**config.mk**
```make
export PLATFORM = sky130hd
export DESIGN_NAME = uart_tx_arbiter_flat
export DESIGN_NICKNAME = d
export VERILOG_FILES = /design/src/rtl/uart_tx_arbiter_if.sv /design/src/rtl/uart_tx_arbiter.sv /design/src/flat_wrapper.sv
export SDC_FILE = /design/constraint.sdc
export NUM_CORES = 1
export LEC_CHECK = 0
export ABC_CLOCK_PERIOD_IN_PS = 2240
export CORE_ASPECT_RATIO = 0.9
export CORE_MARGIN = 5
export CORE_UTILIZATION = 41
export DETAILED_ROUTE_END_ITERATION = 10
export GPL_TIMING_DRIVEN = 0
export PLACE_DENSITY = 0.89
export SYNTH_ARGS = -nofsm -noshare
export SYNTH_HDL_FRONTEND = slang
export SYNTH_SLANG_ARGS = --single-unit
```
**constraint.sdc**
```tcl
create_clock -name SYS_CLK -period 2.24 [get_ports SYS_CLK]
set_input_delay 0.224 -clock SYS_CLK [delete_from_list [all_inputs] [get_ports SYS_CLK]]
set_output_delay 0.224 -clock SYS_CLK [all_outputs]
set_load 0.05 [all_outputs]
```
**src/rtl/uart_tx_arbiter_if.sv**
```systemverilog
// Requester/TX-engine side signals of the UART TX arbiter, bundled as one port.
// master is the arbiter's view; slave is the requesters plus TX engine.
interface uart_tx_arbiter_if #(
  parameter int N_REQ = 4,
  parameter int DW    = 8
);
  localparam int GW = $clog2(N_REQ);

  logic [N_REQ-1:0]    i_REQ;
  logic [N_REQ*DW-1:0] i_DATA;
  logic [N_REQ-1:0]    o_ACK;
  logic                i_TXRDY;
  logic                o_TX_WRITE;
  logic [DW-1:0]       o_TX_DATA;
  logic [GW-1:0]       o_GRANT_ID;
  logic                o_BUSY;
  logic                o_ERR;

  modport master (
    input  i_REQ, i_DATA, i_TXRDY,
    output o_ACK, o_TX_WRITE, o_TX_DATA, o_GRANT_ID, o_BUSY, o_ERR
  );

  modport slave (
    output i_REQ, i_DATA, i_TXRDY,
    input  o_ACK, o_TX_WRITE, o_TX_DATA, o_GRANT_ID, o_BUSY, o_ERR
  );
endinterface

```
**src/rtl/uart_tx_arbiter.sv**
```systemverilog
// Round-robin arbiter sharing one UART TX engine among N_REQ byte producers;
// issues a one-cycle write strobe and follows the engine's ready low/high handshake.
module uart_tx_arbiter #(
  parameter int N_REQ       = 4,
  parameter int DW          = 8,
  parameter int LOW_TIMEOUT = 15
) (
  input  logic                   SYS_CLK,
  input  logic                   SYS_RST,
  uart_tx_arbiter_if.master      bus
);
  localparam int PW = $clog2(N_REQ);
  localparam int CW = $clog2(LOW_TIMEOUT + 1);

  typedef enum logic [1:0] {IDLE, WAIT_LOW, WAIT_HIGH} state_t;

  state_t            state_q, state_d;
  logic [PW-1:0]     ptr_q, ptr_d;
  logic [CW-1:0]     cnt_q, cnt_d;
  logic [N_REQ-1:0]  ack_q, ack_d;
  logic              tx_write_q, tx_write_d;
  logic [DW-1:0]     tx_data_q, tx_data_d;
  logic [PW-1:0]     grant_id_q, grant_id_d;
  logic              err_q, err_d;

  logic              found;
  logic [PW-1:0]     win;
  logic [PW:0]       sum;

  // First requesting index at or after ptr, wrapping modulo N_REQ.
  always_comb begin
    found = 1'b0;
    win   = '0;
    sum   = '0;
    for (int off = 0; off < N_REQ; off++) begin
      sum = {1'b0, ptr_q} + (PW+1)'(off);
      if (sum >= (PW+1)'(N_REQ)) sum = sum - (PW+1)'(N_REQ);
      if (!found && bus.i_REQ[sum[PW-1:0]]) begin
        found = 1'b1;
        win   = sum[PW-1:0];
      end
    end
  end

  always_comb begin
    state_d    = state_q;
    ptr_d      = ptr_q;
    cnt_d      = cnt_q;
    ack_d      = '0;
    tx_write_d = 1'b0;
    tx_data_d  = tx_data_q;
    grant_id_d = grant_id_q;
    err_d      = err_q;
    case (state_q)
      IDLE: begin
        if (bus.i_TXRDY && found) begin
          tx_write_d = 1'b1;
          tx_data_d  = bus.i_DATA[int'(win)*DW +: DW];
          ack_d      = N_REQ'(1) << win;
          grant_id_d = win;
          ptr_d      = (win == PW'(N_REQ - 1)) ? '0 : win + PW'(1);
          cnt_d      = '0;
          state_d    = WAIT_LOW;
        end
      end
      WAIT_LOW: begin
        if (!bus.i_TXRDY) begin
          state_d = WAIT_HIGH;
        end else begin
          cnt_d = cnt_q + CW'(1);
          // Engine never acknowledged the write: flag it and free the port.
          if (cnt_q == CW'(LOW_TIMEOUT - 1)) begin
            err_d   = 1'b1;
            state_d = IDLE;
          end
        end
      end
      WAIT_HIGH: begin
        if (bus.i_TXRDY) state_d = IDLE;
      end
      default: state_d = IDLE;
    endcase
  end

  always_ff @(posedge SYS_CLK) begin
    if (!SYS_RST) begin
      state_q    <= IDLE;
      ptr_q      <= '0;
      cnt_q      <= '0;
      ack_q      <= '0;
      tx_write_q <= 1'b0;
      tx_data_q  <= '0;
      grant_id_q <= '0;
      err_q      <= 1'b0;
    end else begin
      state_q    <= state_d;
      ptr_q      <= ptr_d;
      cnt_q      <= cnt_d;
      ack_q      <= ack_d;
      tx_write_q <= tx_write_d;
      tx_data_q  <= tx_data_d;
      grant_id_q <= grant_id_d;
      err_q      <= err_d;
    end
  end

  assign bus.o_ACK      = ack_q;
  assign bus.o_TX_WRITE = tx_write_q;
  assign bus.o_TX_DATA  = tx_data_q;
  assign bus.o_GRANT_ID = grant_id_q;
  assign bus.o_BUSY     = (state_q != IDLE);
  assign bus.o_ERR      = err_q;
endmodule

```
**src/flat_wrapper.sv**
```systemverilog
// flat-port wrapper written by rule: the top's interface ports become plain ports
module uart_tx_arbiter_flat 
#(
  parameter int N_REQ       = 4,
  parameter int DW          = 8,
  parameter int LOW_TIMEOUT = 15
)
  (SYS_CLK, SYS_RST, bus_i_REQ, bus_i_DATA, bus_i_TXRDY, bus_o_ACK, bus_o_TX_WRITE, bus_o_TX_DATA, bus_o_GRANT_ID, bus_o_BUSY, bus_o_ERR);
  uart_tx_arbiter_if #(.N_REQ(N_REQ), .DW(DW)) bus_i ();
  input  logic SYS_CLK;
  input  logic SYS_RST;
  input wire logic [$bits(bus_i.i_REQ)-1:0] bus_i_REQ;
  input wire logic [$bits(bus_i.i_DATA)-1:0] bus_i_DATA;
  input wire logic [$bits(bus_i.i_TXRDY)-1:0] bus_i_TXRDY;
  output wire logic [$bits(bus_i.o_ACK)-1:0] bus_o_ACK;
  output wire logic [$bits(bus_i.o_TX_WRITE)-1:0] bus_o_TX_WRITE;
  output wire logic [$bits(bus_i.o_TX_DATA)-1:0] bus_o_TX_DATA;
  output wire logic [$bits(bus_i.o_GRANT_ID)-1:0] bus_o_GRANT_ID;
  output wire logic [$bits(bus_i.o_BUSY)-1:0] bus_o_BUSY;
  output wire logic [$bits(bus_i.o_ERR)-1:0] bus_o_ERR;
  assign bus_i.i_REQ = bus_i_REQ;
  assign bus_i.i_DATA = bus_i_DATA;
  assign bus_i.i_TXRDY = bus_i_TXRDY;
  assign bus_o_ACK = bus_i.o_ACK;
  assign bus_o_TX_WRITE = bus_i.o_TX_WRITE;
  assign bus_o_TX_DATA = bus_i.o_TX_DATA;
  assign bus_o_GRANT_ID = bus_i.o_GRANT_ID;
  assign bus_o_BUSY = bus_i.o_BUSY;
  assign bus_o_ERR = bus_i.o_ERR;
  uart_tx_arbiter #(.N_REQ(N_REQ), .DW(DW), .LOW_TIMEOUT(LOW_TIMEOUT)) u_core (.SYS_CLK(SYS_CLK), .SYS_RST(SYS_RST), .bus(bus_i));
endmodule
```
# After elaboration in Yosys (flattened, before gate mapping)
# Cells that the tools add are included.
# totals
reg_bits,24
latchBits,0
ramBits,0
romBits,0
inputBits,39
output_inout_bits,17
wordCells,81
memories,0
# op_classes
addsub,9
mul,0
n_div,0
n_lt_le_gt_ge,8
eq_ne,8
shift,2
mux,30
n_bitwise,0
reduce_logical,16
# op_table
op,n
32-bit by 6-bit indexed part select with 8-bit output,1
2-bit 2-to-1 mux,13
2-bit by 3-bit < comparator with 1-bit output (second input constant),4
3-bit AND reduction,4
3-bit greater-or-equal comparator (second input constant),3
1-bit 2-to-1 mux,9
1-bit binary-select mux with 2-bit select,4
4-bit 2-to-1 mux,2
4-bit one-hot mux with 2 select lines,1
2-bit by 1-bit subtractor with 2-bit output (second input constant),4
2-bit by 2-bit adder with 3-bit output (second input constant),2
2-bit one-hot mux with 3 select lines,1
4-bit by 1-bit adder with 4-bit output (second input constant),1
2-bit equality test (second input constant),2
4-bit equality test (second input constant),1
1-bit logical AND,4
2-bit != test (second input constant),2
2-bit AND reduction,2
2-bit nonzero test,2
1-bit by 2-bit left shift with 4-bit output (first input constant),1
2-bit by 1-bit adder with 3-bit output (second input constant),1
2-bit by 3-bit greater-or-equal comparator with 1-bit output (second input constant),1
1-bit logical NOT,3
3-bit by 2-bit != test with 1-bit output (second input constant),1
other kinds (4),4

# Logic depth before layout (Yosys ltp)
# logic_depth
word_depth,17
depth_mapped,6
depth_no_buf,6

# Worst setup path before layout
# No wires, ideal clock.
# synth_path
path_type,register -> register
from,reg u_core.ptr_q[0]
to,"reg u_core.tx_data_q[0], in the netlist u_core.bus.o_TX_DATA[0]"
setup_ns,0.128
arrival_time_ns,1.433
required_ns,2.112
setup_slack_ns,0.679
path_stages_with_launch,7
n_path_buf,1
period_less_slack_ns,1.561
cell_sequence,dfxtp_1 -> and2b_1 -> a21oi_1 -> o221ai_2 -> buf_2 -> mux2i_1 -> o221ai_2
# synth_between
elab_chain_len,16
word_cells_on_any_way,40
cone_classes,7 x add/sub; 4 x order compare; 1 x shift; 20 x mux; 8 x reduce/logical
# synth_rtl
element,line,source
"start, declared",uart_tx_arbiter.sv:18,"logic [PW-1:0] ptr_q, ptr_d;"
"start signal, assigned",uart_tx_arbiter.sv:97,ptr_q <= ptr_d;
branches (longest 16 deep; another with 2-bit by 1-bit adder with 3-bit output),-,
"end signal, assigned",uart_tx_arbiter.sv:101,tx_data_q <= tx_data_d;
"end, declared",uart_tx_arbiter.sv:22,"logic [DW-1:0] tx_data_q, tx_data_d;"
# Parallel ways; which one is timed is not known. The select of a mux whose other input is x is not followed.
# A chain may end at the register's enable or synchronous reset.

# Worst setup path in the final report
# layout_path
from,reg u_core.state_q[0]
to,out bus_o_BUSY
# layout_between
elab_chain_len,1
# layout_rtl
element,line,source
"start, declared",uart_tx_arbiter.sv:17,"state_t state_q, state_d;"
"start signal, assigned",uart_tx_arbiter.sv:96,state_q <= state_d;
2-bit nonzero test,uart_tx_arbiter.sv:111,assign bus.o_BUSY = (state_q != IDLE);
"end, declared",flat_wrapper.sv:19,output wire logic [$bits(bus_i.o_BUSY)-1:0] bus_o_BUSY;
# No other way between the ends.

==> summary.txt <==
Post-synthesis async set-or-reset flop share -> 0
#FFs+latches synth -> 24
Final Hold Vio Count -> 0
Via density -> 5.20
Cell Rows -> 19
Nets -> 228
DRC violation count after routing -> 0
Worst path depth -> 2
Hold-fix buffers, CTS -> 0
Core Area -> 0.00302 mm2
Clock skew -> 0.00957 ns
Hold crit path type -> in2reg
Register area share after synthesis -> 0.378
Number of flops mapped to enable cells by yosys -> 0
Via Count -> 1185
Peak VDD IR -> 0.353 mV
Worst r2r path cells -> 6
1st-iter DRT viols -> 85
Syn Nets -> 168
Post-CTS resize count -> 0
Vias in the first global route -> 1209
Worst R2R End -> u_core.bus.o_TX_DATA[0]$_SDFFE_PN0P_
Starting Density -> 0.421
Critical path class -> reg2out
Max Freq -> 511 MHz
Crit path max-delay family -> buffers and inverters
WP data arrival -> 1.73 ns
Mapped Cells -> 127
Worst setup path end -> bus_o_BUSY
Setup violators final -> 0
CTS tree -> built
Pwr Density -> 642 mW/mm2
Largest net degree at the start of global routing -> 15
Final Power -> 1.24 mW
CP max-delay cell -> clkdlybuf4s50_1
TNS Setup -> 0 ns
Synth unique cells -> 40
Post-synthesis instance area -> 0.00127 mm2
Syn Area/Cell -> 10.0 um2
Initial antenna violation count -> 0
Skew-Pair Late Insertion Delay -> 0.32 ns
Leakage -> 0.755 nW
Run status -> completed
Worst path bufs/invs -> 1
IO Port Bufs -> 55
Crit path max fanout -> 5
Post-route clock period utilization -> 0.874
First-pass GRT wire length -> 5750 um
Clk buf depth -> 2
Final Critical Period -> 1.96 ns
Post-CTS Setup Repair Bufs -> 0
R2r setup slk -> 0.42 ns
TritonCTS buffer count -> 3
Routed length per instance -> 15.4 um
Relative slew slack -> 0.648
DR pass1 iterations -> 4
CTS Sinks -> 24
Share of cells above drive strength 1 -> 0.134
Wirelength, routed -> 3510 um
H-Tree Level Count -> 1
Critical Path End Type -> output pin
Die ar. -> 0.00432 mm2
Worst path required time -> 2.02 ns
Total GRT Usage -> 0.171
Placer Congestion -> 0.804
Synth Warn # -> 0
Placed Instances -> 224
Total congestion overflow -> 0
Slowest stage delay, CP -> 0.79 ns
Actual slew at the worst max-slew pin -> 0.527 ns
Most used DFF post-synth -> dfxtp_1
DRT antenna net count -> 0
Ports -> 56
Ant. Diodes -> 0
CP cell instances -> or2_2 -> clkdlybuf4s50_1
Worst-path clk slew -> 0.14 ns
Die H -> 62.8 um
RSZ-0062 raised after global routing -> no
Post-route insts no fill -> 228
Startpoint Class -> flop
CP startpoint -> u_core.state_q[0]$_SDFFE_PN0P_
Synth-to-Final Area Change -> 51.6%
Clock root cell -> clkbuf_4
Final-report max-slew violation count -> 0
Detailed placement HPWL -> 2830 um
Max-cap violation count -> 0
R2r startpoint -> u_core.ptr_q[0]$_SDFFE_PN0P_
DIE WIDTH -> 68.7 um
## registers in the layout, indices dropped and copies added, names as in the netlist
signal,flops
u_core.bus.o_ERR,1
u_core.bus.o_GRANT_ID,2
u_core.cnt_q,4
u_core.bus.o_ACK,4
u_core.ptr_q,2
u_core.bus.o_TX_WRITE,1
u_core.state_q,2
u_core.bus.o_TX_DATA,8
## logic make-up after synthesis
family	count (synthesis)	synth area share
mux	16	0.126
fa+ha+maj	2	0.0197
xor+xnor	4	0.0276
compound gates	24	0.197
simple gates	44	0.197
buf+inv	13	0.0551
flops	24	0.378
## layout by cell type (no fill, tap or decap), types with 2 or more instances in the layout
master | Yosys | layout
ha_1 | 2 | 2
or2_2 | 2 | 2
nand3_1 | 9 | 9
nand2b_1 | 2 | 2
mux2i_1 | 16 | 16
o221ai_2 | 7 | 7
nor3b_1 | 2 | 2
dfxtp_1 | 24 | 24
a21oi_1 | 4 | 4
nand2_1 | 5 | 5
nor3_1 | 2 | 2
buf_6 | 2 | 2
xnor2_1 | 2 | 2
and2_1 | 2 | 2
clkdlybuf4s50_1 | 0 | 55
o221ai_1 | 2 | 2
clkbuf_4 | 0 | 3
buf_2 | 2 | 2
a211oi_1 | 2 | 2
nor2b_1 | 2 | 2
nor2_1 | 9 | 9
o21ai_0 | 2 | 2
inv_1 | 7 | 7
xor2_1 | 2 | 2
## synth_stat cells (4+ instances only)
| master | instances | area share |
|---|---|---|
| nand2_1 | 5 | 0.015 |
| nor2_1 | 9 | 0.027 |
| nand3_1 | 9 | 0.035 |
| o221ai_2 | 7 | 0.083 |
| mux2i_1 | 16 | 0.13 |
| dfxtp_1 | 24 | 0.38 |
| a21oi_1 | 4 | 0.016 |
| inv_1 | 7 | 0.021 |
## area by class of cell
cell class / instances / area, um2
fillers: 261 / 1090
clock buffers: 3 / 22.5
clock inverters: 1 / 30.0
inverters: 7 / 26.3
plain buffers: 6 / 43.8
flip-flops and latches: 24 / 480
well taps: 42 / 52.6
multi-input cells: 90 / 721
repair buffers: 55 / 551
## how the worst min path moves through the flow
stage	from	end	slack, ns	cells past startpoint
after floorplan	bus_i_TXRDY	u_core.state_q[1]$_SDFFE_PN0P_	0.30	1
after global placement	u_core.bus.o_GRANT_ID[0]$_SDFFE_PN0P_	u_core.bus.o_GRANT_ID[0]$_SDFFE_PN0P_	0.45	2
after detailed placement	u_core.bus.o_ERR$_SDFFE_PN0P_	u_core.bus.o_ERR$_SDFFE_PN0P_	0.47	2
after CTS	bus_i_TXRDY	u_core.state_q[1]$_SDFFE_PN0P_	0.46	2
after global routing	bus_i_TXRDY	u_core.state_q[1]$_SDFFE_PN0P_	0.45	2
final	bus_i_TXRDY	u_core.state_q[1]$_SDFFE_PN0P_	0.46	2
## routing by layer
layer	GRT usage	wire, um
met1	0.188	1350
met2	0.317	1980
met3	0.0378	129
met5	0	0
met4	0.0462	46
## where the power goes
| group | internal (mW) | total [mW] | switching [mW] | leakage, nW |
|---|---|---|---|---|
| registers | 0.460 | 0.484 | 0.0235 | 0.196 |
| clock network | 0.181 | 0.315 | 0.134 | 0.0279 |
| logic | 0.197 | 0.439 | 0.242 | 0.531 |
## through the flow
stage / utilization / hold WS [ns] / worst slack (ns) / area, um2
after floorplan: - / 0.301 / 0.679 / 1270
after global placement: 0.621 / 0.453 / 0.171 / 1870
after detailed placement: 0.621 / 0.471 / 0.0673 / 1870
after CTS: 0.638 / 0.457 / 0.276 / 1930
after global routing: 0.638 / 0.453 / 0.192 / 1930
final: 0.638 / 0.462 / 0.282 / 1930
(Power assumes the default switching activity.)
